[src/rtl/ocl_cmd_initiator.sv]
// AXI-Lite command initiator: writes a packed {op,mo,id} word to CMD_ADDR, then polls it until a result returns.
// Optional build macro OCL_CMD_POLL_BACKOFF_EN inserts POLL_GAP idle cycles between poll reads.
module ocl_cmd_initiator #(
   parameter logic [31:0] CMD_ADDR = 32'h0000_0500,
   parameter int unsigned POLL_MAX = 16,
   parameter int unsigned POLL_GAP = 4
) (
   input  logic        clk_main_a0,
   input  logic        rst_main_n,
   input  logic        cmd_valid,
   output logic        cmd_ready,
   input  logic [2:0]  cmd_op,
   input  logic        cmd_mo,
   input  logic [27:0] cmd_id,
   output logic        rsp_valid,
   input  logic        rsp_ready,
   output logic [2:0]  rsp_op,
   output logic        rsp_mo,
   output logic [27:0] rsp_id,
   output logic        rsp_err,
   output logic        busy,
   output logic        m_awvalid,
   output logic [31:0] m_awaddr,
   input  logic        m_awready,
   output logic        m_wvalid,
   output logic [31:0] m_wdata,
   output logic [3:0]  m_wstrb,
   input  logic        m_wready,
   input  logic        m_bvalid,
   input  logic [1:0]  m_bresp,
   output logic        m_bready,
   output logic        m_arvalid,
   output logic [31:0] m_araddr,
   input  logic        m_arready,
   input  logic        m_rvalid,
   input  logic [31:0] m_rdata,
   input  logic [1:0]  m_rresp,
   output logic        m_rready
);

   typedef enum logic [2:0] {
      S_IDLE, S_WR, S_WRESP, S_RD_A, S_RD_D, S_RSP, S_GAP
   } state_e;

   localparam logic [7:0] POLL_MAX_C = 8'(POLL_MAX);
`ifdef OCL_CMD_POLL_BACKOFF_EN
   localparam logic [7:0] GAP_LOAD = (POLL_GAP == 0) ? 8'd0 : 8'(POLL_GAP - 1);
`endif

   state_e      state_q, state_d;
   logic        cmd_ready_q, cmd_ready_d;
   logic        awvalid_q, awvalid_d;
   logic        wvalid_q, wvalid_d;
   logic        aw_done_q, aw_done_d;
   logic        w_done_q, w_done_d;
   logic [31:0] wdata_q, wdata_d;
   logic [7:0]  poll_cnt_q, poll_cnt_d;
   logic [2:0]  rsp_op_q, rsp_op_d;
   logic        rsp_mo_q, rsp_mo_d;
   logic [27:0] rsp_id_q, rsp_id_d;
   logic        rsp_err_q, rsp_err_d;
`ifdef OCL_CMD_POLL_BACKOFF_EN
   logic [7:0]  gap_cnt_q, gap_cnt_d;
`endif

   logic accept, aw_hs, w_hs, aw_ok, w_ok, rd_final;

   assign accept   = cmd_valid && cmd_ready_q;
   assign aw_hs    = awvalid_q && m_awready;
   assign w_hs     = wvalid_q && m_wready;
   assign aw_ok    = aw_done_q || aw_hs;
   assign w_ok     = w_done_q || w_hs;
   // A read ends polling on a bus error, a real result, or an exhausted poll budget.
   assign rd_final = (m_rresp != 2'b00) || (m_rdata[31:29] != 3'b111) ||
                     (poll_cnt_q == POLL_MAX_C);

   // NOTE: async reset clears every state flop so an abort mid-transaction leaves no residue.
   always_ff @(posedge clk_main_a0 or negedge rst_main_n) begin
      if (!rst_main_n) state_q <= S_IDLE;
      else             state_q <= state_d;
   end

   // NOTE: every always_comb output gets a default first so no latch is inferred.
   always_comb begin
      state_d = state_q;
      unique case (state_q)
         S_IDLE:  if (accept) state_d = S_WR;
         S_WR:    if (aw_ok && w_ok) state_d = S_WRESP;
         S_WRESP: if (m_bvalid) state_d = (m_bresp != 2'b00) ? S_RSP : S_RD_A;
         S_RD_A:  if (m_arready) state_d = S_RD_D;
`ifdef OCL_CMD_POLL_BACKOFF_EN
         S_RD_D:  if (m_rvalid) state_d = rd_final ? S_RSP : S_GAP;
         S_GAP:   if (gap_cnt_q == 8'd0) state_d = S_RD_A;
`else
         S_RD_D:  if (m_rvalid) state_d = rd_final ? S_RSP : S_RD_A;
`endif
         S_RSP:   if (rsp_ready) state_d = S_IDLE;
         default: state_d = S_IDLE;
      endcase
   end

   always_comb begin
      m_bready  = (state_q == S_WRESP);
      m_arvalid = (state_q == S_RD_A);
      m_rready  = (state_q == S_RD_D);
      rsp_valid = (state_q == S_RSP);
      busy      = (state_q != S_IDLE);
   end

   always_comb begin
      cmd_ready_d = (state_d == S_IDLE);
      awvalid_d   = awvalid_q;
      wvalid_d    = wvalid_q;
      aw_done_d   = aw_done_q;
      w_done_d    = w_done_q;
      wdata_d     = wdata_q;
      poll_cnt_d  = poll_cnt_q;
      rsp_op_d    = rsp_op_q;
      rsp_mo_d    = rsp_mo_q;
      rsp_id_d    = rsp_id_q;
      rsp_err_d   = rsp_err_q;
`ifdef OCL_CMD_POLL_BACKOFF_EN
      gap_cnt_d   = gap_cnt_q;
`endif
      unique case (state_q)
         S_IDLE: if (accept) begin
            wdata_d   = {cmd_op, cmd_mo, cmd_id};
            awvalid_d = 1'b1;
            wvalid_d  = 1'b1;
            aw_done_d = 1'b0;
            w_done_d  = 1'b0;
         end
         S_WR: begin
            if (aw_hs) begin awvalid_d = 1'b0; aw_done_d = 1'b1; end
            if (w_hs)  begin wvalid_d  = 1'b0; w_done_d  = 1'b1; end
            if (aw_ok && w_ok) begin aw_done_d = 1'b0; w_done_d = 1'b0; end
         end
         S_WRESP: if (m_bvalid) begin
            if (m_bresp != 2'b00) begin
               rsp_err_d = 1'b1; rsp_op_d = '0; rsp_mo_d = 1'b0; rsp_id_d = '0;
            end else begin
               poll_cnt_d = 8'd0;
            end
         end
         S_RD_A: if (m_arready && poll_cnt_q != 8'hFF) poll_cnt_d = poll_cnt_q + 8'd1;
         S_RD_D: if (m_rvalid) begin
            if (m_rresp != 2'b00 || m_rdata[31:29] == 3'b111) begin
               // Bus error or timeout; a plain non-final poll is overwritten by the next read.
               rsp_err_d = 1'b1; rsp_op_d = '0; rsp_mo_d = 1'b0; rsp_id_d = '0;
            end else begin
               rsp_err_d = 1'b0;
               rsp_op_d  = m_rdata[31:29];
               rsp_mo_d  = m_rdata[28];
               rsp_id_d  = m_rdata[27:0];
            end
`ifdef OCL_CMD_POLL_BACKOFF_EN
            gap_cnt_d = GAP_LOAD;
`endif
         end
`ifdef OCL_CMD_POLL_BACKOFF_EN
         S_GAP: if (gap_cnt_q != 8'd0) gap_cnt_d = gap_cnt_q - 8'd1;
`endif
         default: ;
      endcase
   end

   always_ff @(posedge clk_main_a0 or negedge rst_main_n) begin
      if (!rst_main_n) begin
         cmd_ready_q <= 1'b0;
         awvalid_q   <= 1'b0;
         wvalid_q    <= 1'b0;
         aw_done_q   <= 1'b0;
         w_done_q    <= 1'b0;
         wdata_q     <= '0;
         poll_cnt_q  <= '0;
         rsp_op_q    <= '0;
         rsp_mo_q    <= 1'b0;
         rsp_id_q    <= '0;
         rsp_err_q   <= 1'b0;
`ifdef OCL_CMD_POLL_BACKOFF_EN
         gap_cnt_q   <= '0;
`endif
      end else begin
         cmd_ready_q <= cmd_ready_d;
         awvalid_q   <= awvalid_d;
         wvalid_q    <= wvalid_d;
         aw_done_q   <= aw_done_d;
         w_done_q    <= w_done_d;
         wdata_q     <= wdata_d;
         poll_cnt_q  <= poll_cnt_d;
         rsp_op_q    <= rsp_op_d;
         rsp_mo_q    <= rsp_mo_d;
         rsp_id_q    <= rsp_id_d;
         rsp_err_q   <= rsp_err_d;
`ifdef OCL_CMD_POLL_BACKOFF_EN
         gap_cnt_q   <= gap_cnt_d;
`endif
      end
   end

   assign cmd_ready = cmd_ready_q;
   assign m_awvalid = awvalid_q;
   assign m_wvalid  = wvalid_q;
   assign m_wdata   = wdata_q;
   assign m_wstrb   = 4'hF;
   assign m_awaddr  = CMD_ADDR;
   assign m_araddr  = CMD_ADDR;
   assign rsp_op    = rsp_op_q;
   assign rsp_mo    = rsp_mo_q;
   assign rsp_id    = rsp_id_q;
   assign rsp_err   = rsp_err_q;

endmodule
[config.mk]
export PLATFORM = sky130hd
export DESIGN_NAME = ocl_cmd_initiator
export DESIGN_NICKNAME = d
export VERILOG_FILES = /design/src/rtl/ocl_cmd_initiator.sv
export SDC_FILE = /design/constraint.sdc
export NUM_CORES = 1
export LEC_CHECK = 0
export ABC_CLOCK_PERIOD_IN_PS = 2000
export BUFFER_PORTS_ARGS = -buffer_cell sky130_fd_sc_hd__buf_2
export CORE_ASPECT_RATIO = 0.75
export CORE_MARGIN = 2
export CORE_UTILIZATION = 42
export CTS_BUF_LIST = sky130_fd_sc_hd__clkbuf_8
export DETAILED_ROUTE_END_ITERATION = 16
export HOLD_SLACK_MARGIN = 0.02
export PLACE_DENSITY_LB_ADDON = 0.12
export SYNTH_ARGS = -nofsm -noshare
export SYNTH_HDL_FRONTEND = slang
export SYNTH_SLANG_ARGS = --single-unit
[constraint.sdc]
create_clock -name clk_main_a0 -period 2 [get_ports clk_main_a0]
set_clock_uncertainty 0.2 [all_clocks]
set_input_delay 0.4 -clock clk_main_a0 [delete_from_list [all_inputs] [get_ports clk_main_a0]]
set_output_delay 0.4 -clock clk_main_a0 [all_outputs]
set_load 0.02 [all_outputs]
-- After elaboration in Yosys (flattened, before gate mapping)
Index checks and enable logic that the tools add are counted.
Widths: inputs -> output; s select.
- add/sub/neg operators: 1
- multipliers: 0
- div/mod/pow operators: 0
- order comparisons: 0
- equal/unequal tests: 19
- shift-type cells: 0
- mux-type cells: 45
- bitwise gates (word level): 0
- reduce and logical (&&, ||, !) cells: 25
- operator list (kind ; count):
    $mux 28 ; 4
    $pmux 28 s2 ; 1
    $mux 3 ; 12
    $mux 8 ; 3
    $pmux 3 s6 ; 1
    $mux 1 ; 16
    $pmux 8 s2 ; 1
    $ne 2x2->1 const B ; 6
    $pmux 1 s2 ; 6
    $reduce_and 3->1 ; 4
    $reduce_bool 2->1 ; 5
    $eq 3x3->1 const B ; 3
    $ne 3x3->1 const B ; 3
    $add 8x1->8 const B ; 1
    $eq 8x5->1 const B ; 1
    $ne 8x8->1 const B ; 1
    $reduce_and 4->1 ; 2
    $eq 3x2->1 const B ; 2
    $logic_not 3->1 ; 2
    $pmux 3 s2 ; 1
    $logic_and 1x1->1 ; 5
    $logic_or 1x1->1 ; 5
    $ne 2x1->1 const B ; 2
    $eq 3x1->1 const B ; 1
    2 further kinds ; 2
- register bits: 81
- latch bits: 0
- RAM bits: 0
- bits in read-only memories: 0
- bits of input ports: 77
- output and inout bits: 141
- logic and storage cells: 102
- memories kept: 0

-- Longest topological paths before layout
Gate-level depths: netlist (run 1).
- depth in word-level cells: 7
- depth in mapped cells: 6

-- Worst setup path after synthesis (run 1)
OpenSTA, ideal clock, no wires.
- path kind: flip-flop to flip-flop
- from: register state_q[0]
- to: register wdata_q[0], in the netlist m_wdata[0]
- arrival time: 1564 ps
- required time: 1675 ps
- setup slack: 112 ps
- cell stages (with the launch flop): 5
- buffers on the path: 1
- period minus slack after synthesis: 1888 ps
- cell sequence: dfrtp_1 -> or3_4 -> nor2_8 -> buf_4 -> mux2_2
- longest elaborated chain between the ends: 2
- RTL lines (element ; RTL line ; source):
    start: declaration ; 50 ; state_e state_q, state_d;
    start signal: assignment ; 80 ; else state_q <= state_d;
    $logic_not 3->1 ; 125 ; unique case (state_q)
    $reduce_and 2->1 (no line) ; - ;
    end signal: assignment ; 189 ; wdata_q <= wdata_d;
    end: declaration ; 56 ; logic [31:0] wdata_q, wdata_d;
Every way passes these cells.
A chain may end at the register's enable or synchronous reset.

-- Final worst setup path (run 1)
- from: register state_q[1]
- to: output busy
- longest elaborated chain between the ends: 1
- RTL lines (element ; RTL line ; source):
    $reduce_bool 3->1 ; 107 ; busy = (state_q != S_IDLE);
    end: declaration ; 21 ; output logic busy,
Every way passes these cells.

==> results of run 1 <==
-- area by class of cell --
cell class                      count  area [um2]
Fill cell                         829        4110
Sequential cell                    81        2030
Multi-Input combinational cell    222        1590
Timing Repair Buffer              170         991
Tap cell                          128         160
Clock buffer                       10         138
Clock inverter                      4        45.0
Inverter                            6        22.5
-- power by group through the flow --
stage | Sequential [W] | Clock (W) | Combinational [W]
floorplan | 0.00360 | 0 | 0.00153
global placement | 0.00279 | 0 | 0.00339
detailed placement | 0.00278 | 0 | 0.00345
CTS | 0.00277 | 0.00120 | 0.00358
global route | 0.00286 | 0.00126 | 0.00386
finish | 0.00276 | 0.00115 | 0.00358
-- worst min-delay path by stage --
stage               depth (start not counted)  slack [ns]  startpoint                      end
floorplan                                   0        -0.1  rst_main_n    aw_done_q$_DFFE_PN0P_
global placement                            1        0.15  rst_main_n  m_wdata[13]$_DFFE_PN0P_
detailed placement                          1        0.15  rst_main_n  m_wdata[13]$_DFFE_PN0P_
CTS                                         2        0.04  m_rdata[0]    rsp_id[0]$_DFFE_PN0P_
global route                                2        0.04  m_rdata[0]    rsp_id[0]$_DFFE_PN0P_
finish                                      2        0.06  m_rdata[0]    rsp_id[0]$_DFFE_PN0P_
-- metal layers --
metal | routed length (um) | up-vias | track usage
met5 | 0 | - | 0
met4 | 110 | 0 | 0.0552
met3 | 866 | 10 | 0.0671
met2 | 4050 | 154 | 0.265
met1 | 3810 | 1357 | 0.219
li1 | - | 1364 | -
-- cell families after synthesis --
logic type,count (synthesis),synth area share
buffers and inverters,88,0.156
DFF,81,0.513
AOI/OAI and AO/OA,70,0.144
adders and majority gates,2,0.00633
other,2,0.00190
muxes,33,0.0940
and+or+nand+nor,49,0.0849
-- cell usage in the layout, fill, tap and decap left out, drive strengths merged, types with 3 or more instances in the layout --
| cell | instances |
|---|---|
| buf | 169 |
| dfrtp | 81 |
| conb | 68 |
| a22o | 34 |
| mux2 | 33 |
| clkbuf | 10 |
| nor2 | 9 |
| a21oi | 6 |
| nand2 | 6 |
| o21ai | 6 |
| inv | 6 |
| nand3 | 5 |
| o31ai | 5 |
| nor3b | 4 |
| nand3b | 3 |
| a21o | 3 |
| and3 | 3 |
| o41ai | 3 |
| clkinv | 3 |
-- sequential cells by signal, summed over array words and instances (netlist names), 3 cells and up --
| name | cells |
|---|---|
| state_q | 3 |
| rsp_id | 28 |
| poll_cnt_q | 8 |
| m_wdata | 32 |
| rsp_op | 3 |
-- stage by stage --
stage	utilization	hold slack, ns	TNS (ns)	total power [W]	instances
floorplan	-	-0.0956	0	0.00513	391
global placement	0.513	0.151	0	0.00618	599
detailed placement	0.513	0.153	0	0.00623	599
CTS	0.543	0.0370	-0.00590	0.00755	618
global route	0.547	0.0386	-0.0350	0.00798	621
finish	0.547	0.0629	0	0.00749	621
-- repair_timing --
item,4_1_cts,5_1_grt
hold buffers,1,0
endpoints found under the hold margin,25,0
setup endpoints to repair,5,7
gates resized for setup,15,4
setup buffers,4,3
cloned,0,0
pin swaps,2,1
==> impl_metrics.json, run 1 <==
{
  "slowest_delay_ns": 0.44,
  "r2r_cells": 5,
  "synthArstFlopShare": 1.00,
  "cp-start-kind": "flop",
  "layout.nets": 569,
  "syn_area_per_cell_um2": 12.2,
  "vias": 2885,
  "hold_viol_final": 0,
  "pwr-share-clk": 0.154,
  "wl_per_cell_um": 14.2,
  "power_density_nw_per_um2": 1510,
  "cts_root_buf": "clkbuf_8",
  "cts_buffer_depth": 2,
  "fin_crit_ns": 1.98,
  "synth_seq_cells": 81,
  "setup_violations": 0,
  "grt_max_degree": 41,
  "dpl.hpwl_um": 6600,
  "yosysTopAreaCellShare": 0.513,
  "synth_most_common_cell": "dfrtp_1",
  "synth_edf_count": 0,
  "cp.depth": 2,
  "pre_cts_ws_ns": 0.0760,
  "clock-sinks": 81,
  "die_area_um2": 10200,
  "reg2reg_from": "state_q[0]$_DFF_PN0_",
  "p_leak_nw": 2.63,
  "cp-end-kind": "primary output",
  "crit_family": "flip-flops",
  "synthToLayoutAreaGrowth_pct": 25.8,
  "hold_path_class": "in -> reg",
  "ys_seq_area_frac": 0.513,
  "viasPerCell": 4.65,
  "rr_endpoint": "poll_cnt_q[3]$_DFFE_PN0P_",
  "synth_area_leaders": "dfrtp_1 (51%), buf_4 (14%), mux2_2 (9.4%)",
  "core-area_um2": 9080,
  "yosys-top-cells-count": "dfrtp_1 (81), buf_4 (73), a22o_1 (34)",
  "fin_area_um2": 4970,
  "syn_inst": 325,
  "status": "finished clean",
  "regToRegSetupSlack_ns": 0.04,
  "pwr-share-comb": 0.478,
  "insertion_delay_ns": 0.35,
  "worstPathRequired_ns": 1.40,
  "place_area_um2": 4660,
  "routed_wl_um": 8830,
  "fin_ws_ns": 0.0213,
  "cap_violations": 0,
  "pin_count": 218,
  "path_buf_inv": 1,
  "drt_iter0_drc": 156,
  "synth-main-ff-cell": "dfrtp_1",
  "endpoint": "busy",
  "ant_nets": 0,
  "gp_congestion": 0.909,
  "dieHeight_um": 88,
  "yosysWarnings": 0,
  "worstSetupStartpoint": "state_q[1]$_DFF_PN0_",
  "switching_share": 0.398,
  "cp_max_fo": 4,
  "synth_largest_area_cell": "dfrtp_1",
  "drv_slew": 0,
  "grt_pass1_vias": 2763,
  "cts_buffers": 9,
  "rsz0062_at_grt": "true",
  "htree_num_levels": 3,
  "overflow": 0,
  "p_int_w": 0.00451,
  "timing_worst_setup_path_type": "reg -> out",
  "insertedDiodeCount": 0,
  "syn_area_um2": 3950,
  "drc": 0,
  "synth_cell_type_count": 50,
  "cp_cell_sequence": "or3_4, buf_6",
  "crit_slowest_cell": "dfrtp_2",
  "rows": 30,
  "p_switching_w": 0.00298,
  "initial_core_util": 0.435,
  "die_w_um": 116,
  "grt_pass1_wl_um": 13300,
  "period_share": 0.989,
  "portBuffers": 149,
  "cp_data_arrival_time_ns": 1.38,
  "drive_gt1_frac": 0.475,
  "antenna_found_initial": 0,
  "gr-usage-all-layers": 0.170,
  "vdd_drop_max_uv": 767,
  "fmax_ghz": 0.505,
  "cts_tree": "done",
  "drt_first_pass_iters": 4,
  "pwr-share-seq": 0.369,
  "clk_pin_slew_ns": 0.08
}
No activity file was read; power rests on OpenSTA's default activity.
==> run 2: changes to the inputs <==
--- a/config.mk
+++ b/config.mk
@@ -14,6 +14,7 @@
 export DETAILED_ROUTE_END_ITERATION = 16
 export HOLD_SLACK_MARGIN = 0.02
 export PLACE_DENSITY_LB_ADDON = 0.12
+export RECOVER_POWER = 100
 export SYNTH_ARGS = -nofsm -noshare
 export SYNTH_HDL_FRONTEND = slang
 export SYNTH_SLANG_ARGS = --single-unit
==> impl_metrics.json, run 2 (synthesis gave the netlist of run 1 again) <==
{
  "status": "finished clean",
  "fin_crit_ns": 1.95,
  "htree_num_levels": 3,
  "cp-end-kind": "flop",
  "portBuffers": 149,
  "cp-start-kind": "flop",
  "power.total_w": 0.00727,
  "core-area_um2": 9080,
  "die_area_um2": 10200,
  "cp_max_fo": 7,
  "vias": 2906,
  "rows": 30,
  "wl_per_cell_um": 14.2,
  "drt_first_pass_iters": 4,
  "timing_worst_setup_path_type": "reg -> reg",
  "fmax_ghz": 0.512,
  "layout.nets": 569,
  "tightestPinTransition_ns": 0.732,
  "insertedDiodeCount": 0,
  "cts_tree": "done",
  "layout_commonest_cell": "dfrtp_1",
  "drt_iter0_drc": 146,
  "dpl.hpwl_um": 6600,
  "hold_depth": 2,
  "gr-usage-all-layers": 0.170,
  "hold_viol_final": 0,
  "viasPerCell": 4.68,
  "hold_path_class": "in -> reg",
  "dieHeight_um": 88,
  "grt_max_degree": 41,
  "antenna_found_initial": 0,
  "cp_data_arrival_time_ns": 2.03,
  "grt_pass1_wl_um": 13300,
  "setup_violations": 0,
  "grt_pass1_vias": 2763,
  "cts_root_buf": "clkbuf_8",
  "pin_count": 218,
  "placed_cells": 599,
  "p_leak_nw": 2.37,
  "regToRegSetupSlack_ns": 0.05,
  "drive_gt1_frac": 0.333,
  "fillers": 877,
  "cts_buffers": 9,
  "reg2reg_from": "state_q[0]$_DFF_PN0_",
  "rr_endpoint": "poll_cnt_q[3]$_DFFE_PN0P_",
  "tns_ns": 0,
  "routed_wl_um": 8850,
  "clk_pin_slew_ns": 0.08,
  "die_w_um": 116,
  "vdd_drop_max_uv": 742,
  "rsz0062_at_grt": "true",
  "synthToLayoutAreaGrowth_pct": 22.6,
  "place_area_um2": 4660,
  "min_from": "m_rdata[0]",
  "clock-sinks": 81,
  "largest_reg_flops": 32,
  "fin_cells": 621,
  "overflow": 0,
  "drc": 0,
  "drv_slew": 0,
  "worst_slew_margin_rel": 0.512,
  "cap_violations": 0,
  "final_cell_mix": "dfrtp_1 (79), buf_2 (75), clkbuf_1 (70), conb_1 (68), a22o_1 (34)",
  "whs_endpoint": "rsp_id[0]$_DFFE_PN0P_",
  "period_share": 0.976,
  "power_density_nw_per_um2": 1500,
  "fin_area_um2": 4840,
  "ant_nets": 0,
  "initial_core_util": 0.435,
  "cts_buffer_depth": 2,
  "r2r_cells": 5,
  "insertion_delay_ns": 0.35,
  "worstPathRequired_ns": 2.07,
  "gp_congestion": 0.909
}
==> run 2: worst max-delay path: stages, from the launching register on <==
cell      delay [ns]
dfrtp_2         0.44
buf_4           0.16
nor3_4          0.26
o221ai_4        0.18
or4_1           0.48
a21oi_1         0.16
==> run 2: through the flow <==
stage	utilization	hold slack, ns	setup WS, ns
floorplan	-	-0.0956	0.112
global placement	0.513	0.151	0.147
detailed placement	0.513	0.153	0.0760
CTS	0.543	0.0370	-0.00590
global route	0.533	0.0386	-0.0157
finish	0.533	0.0623	0.0477
==> run 2: how the worst max path moves through the flow <==
| stage | to | start |
|---|---|---|
| 2_1_floorplan | m_wdata[0]$_DFFE_PN0P_ | state_q[0]$_DFF_PN0_ |
| 3_3_place_gp | m_wdata[12]$_DFFE_PN0P_ | state_q[0]$_DFF_PN0_ |
| 3_5_place_dp | poll_cnt_q[3]$_DFFE_PN0P_ | m_bresp[1] |
| 4_1_cts | busy | state_q[0]$_DFF_PN0_ |
| 5_1_grt | m_arvalid | state_q[2]$_DFF_PN0_ |
| 6_report | poll_cnt_q[3]$_DFFE_PN0P_ | state_q[0]$_DFF_PN0_ |
==> run 2: layout make-up <==
cell class | instances | area (um2) | area share
Sequential cell | 81 | 2030 | 0.419
Multi-Input combinational cell | 222 | 1570 | 0.325
Timing Repair Buffer | 170 | 877 | 0.181
Tap cell | 128 | 160 | 0.0331
Clock buffer | 10 | 138 | 0.0284
Clock inverter | 4 | 45.0 | 0.00930
Inverter | 6 | 22.5 | 0.00465
==> run 2: power by group <==
group / switching, W / internal (W) / total (W)
Combinational: 0.00201 / 0.00133 / 0.00334
Clock: 0.000561 / 0.000591 / 0.00115
Sequential: 0.000415 / 0.00237 / 0.00278
Total: 0.00298 / 0.00429 / 0.00727
==> run 2: repair_timing <==
action	4_1_cts	5_1_grt
resized for setup	15	4
pin swaps	2	1
setup endpoints to repair	5	7
buffers inserted	4	3
endpoints found under the hold margin	25	0
hold buffers	1	0
==> run 2: metal layers <==
metal | vias up | track usage | wire length [um]
met1 | 1364 | 0.219 | 3780
met5 | - | 0 | 0
met3 | 12 | 0.0671 | 909
met2 | 166 | 0.265 | 4040
li1 | 1364 | - | -
met4 | 0 | 0.0552 | 114
==> run 3: changes to the inputs <==
--- a/config.mk
+++ b/config.mk
@@ -6,8 +6,8 @@
 export NUM_CORES = 1
 export LEC_CHECK = 0
 export ABC_CLOCK_PERIOD_IN_PS = 2000
-export BUFFER_PORTS_ARGS = -buffer_cell sky130_fd_sc_hd__buf_2
-export CORE_ASPECT_RATIO = 0.75
+export BUFFER_PORTS_ARGS = -buffer_cell sky130_fd_sc_hd__clkbuf_2
+export CORE_ASPECT_RATIO = 0.8
 export CORE_MARGIN = 2
 export CORE_UTILIZATION = 42
 export CTS_BUF_LIST = sky130_fd_sc_hd__clkbuf_8
==> impl_metrics.json, run 3 (synthesis gave the netlist of run 1 again) <==
{
  "drt_iter0_drc": 101,
  "drv_slew": 0,
  "cp-start-kind": "flop",
  "pwr-share-seq": 0.375,
  "p_leak_nw": 2.40,
  "r2r_cells": 5,
  "fillers": 872,
  "p_switching_w": 0.00302,
  "p_int_w": 0.00437,
  "antenna_found_initial": 0,
  "cts_tree": "done",
  "min_from": "m_rdata[15]",
  "vias": 2925,
  "endpoint": "m_rready",
  "gp_congestion": 0.765,
  "crit_slowest_cell": "dfrtp_2",
  "fin_ws_ns": 0.0269,
  "timing_worst_setup_path_type": "reg -> out",
  "fmax_ghz": 0.507,
  "period_share": 0.987,
  "cap_violations": 0,
  "fin_crit_ns": 1.97,
  "final_cell_mix": "dfrtp_1 (80), clkbuf_2 (79), clkbuf_1 (69), conb_1 (68), a22o_1 (34)",
  "pre_cts_ws_ns": 0.0994,
  "pwr-share-clk": 0.162,
  "gr-usage-all-layers": 0.165,
  "largest_reg_flops": 32,
  "htree_num_levels": 3,
  "die_w_um": 112,
  "slowest_delay_ns": 0.45,
  "worstPathRequired_ns": 1.40,
  "tightestPinTransition_ns": 0.783,
  "synthToLayoutAreaGrowth_pct": 23.7,
  "cts_buffers": 9,
  "hold_path_class": "in -> reg",
  "routed_wl_um": 8490,
  "vdd_drop_max_uv": 728,
  "wl_per_cell_um": 13.8,
  "worst_slew_margin_rel": 0.478,
  "setup_violations": 0,
  "power_density_nw_per_um2": 1510,
  "insertion_delay_ns": 0.33,
  "layout.nets": 572,
  "initial_core_util": 0.433,
  "pin_count": 218,
  "clk_pin_slew_ns": 0.08,
  "layout_commonest_cell": "dfrtp_1",
  "grt_max_degree": 34,
  "cp-end-kind": "primary output",
  "core-area_um2": 9110,
  "overflow": 0,
  "cp_max_fo": 5,
  "rsz0062_at_grt": "true",
  "hold_viol_final": 0,
  "pwr-share-comb": 0.463,
  "grt_pass1_vias": 2726,
  "status": "finished clean",
  "portBuffers": 149,
  "reg2reg_from": "state_q[0]$_DFF_PN0_",
  "clock-sinks": 81,
  "cts_buffer_depth": 2,
  "drt_first_pass_iters": 4,
  "rr_endpoint": "rsp_id[3]$_DFFE_PN0P_",
  "drc": 0,
  "grt_pass1_wl_um": 13600,
  "worstSetupStartpoint": "state_q[0]$_DFF_PN0_",
  "ant_nets": 0,
  "dieHeight_um": 90.8,
  "insertedDiodeCount": 0,
  "dpl.hpwl_um": 6320,
  "switching_share": 0.408,
  "viasPerCell": 4.77,
  "drive_gt1_frac": 0.341,
  "die_area_um2": 10200,
  "rows": 31,
  "regToRegSetupSlack_ns": 0.08,
  "cts_root_buf": "clkbuf_8",
  "fin_util": 0.536,
  "cp_cell_sequence": "buf_6, nor3b_4, clkbuf_8",
  "cp_data_arrival_time_ns": 1.37
}
==> run 3: cell types whose count changed in the layout (fill, tap and decap cells not counted), moves of 2 or more <==
cell,delta
buf_2,-75
buf_4,+2
buf_6,-2
clkbuf_2,+76
==> run 3: area by class of cell <==
class / instances / area, um2 / area share
well taps: 115 / 144 / 0.0294
flip-flops and latches: 81 / 2030 / 0.415
repair buffers: 173 / 907 / 0.186
inverters: 6 / 22.5 / 0.00461
clock inverters: 6 / 65.1 / 0.0133
multi-input cells: 222 / 1580 / 0.324
clock buffers: 10 / 138 / 0.0282
==> run 3: power by group through the flow <==
stage / Combinational [W] / Sequential (W) / Clock (W)
after floorplan: 0.00153 / 0.00360 / 0
after detailed placement: 0.00343 / 0.00280 / 0
after CTS: 0.00355 / 0.00278 / 0.00125
final: 0.00342 / 0.00277 / 0.00120
after global placement: 0.00338 / 0.00280 / 0
after global routing: 0.00369 / 0.00287 / 0.00132
==> run 3: critical path, delay by kind of cell, from the launching register on <==
| kind | cells | cell delay, ns |
|---|---|---|
| buffers and inverters | 2 | 0.33 |
| flip-flops | 1 | 0.45 |
| AND/OR/NAND/NOR | 1 | 0.25 |
==> run 3: worst min-delay path by stage <==
stage,to,cells past startpoint
global route,rsp_id[12]$_DFFE_PN0P_,2
floorplan,aw_done_q$_DFFE_PN0P_,0
CTS,rsp_id[15]$_DFFE_PN0P_,2
detailed placement,rsp_id[27]$_DFFE_PN0P_,1
finish,rsp_id[15]$_DFFE_PN0P_,2
global placement,rsp_id[24]$_DFFE_PN0P_,1
==> run 3: what timing repair did <==
item,CTS,global route
pin swaps,1,3
buffers inserted,4,5
hold buffers,1,0
resized for setup,9,13
setup endpoints to repair,4,7
endpoints found under the hold margin,26,0
==> run 3: stage by stage <==
stage	cells	TNS, ns	hold WS, ns	power (W)	cell area (um2)
2_1_floorplan	391	0	-0.0956	0.00513	4200
3_3_place_gp	587	0	0.159	0.00619	4670
3_5_place_dp	587	0	0.163	0.00623	4670
4_1_cts	608	0	0.0492	0.00758	4940
5_1_grt	613	-0.0369	0.0546	0.00788	4890
6_report	613	0	0.0717	0.00739	4890
==> run 3: metal layers <==
metal / vias up / wire length, um / track usage
met2: 152 / 3990 / 0.255
met5: - / 0 / 0
met1: 1396 / 3640 / 0.218
li1: 1372 / - / -
met4: 0 / 53 / 0.0427
met3: 5 / 801 / 0.0651
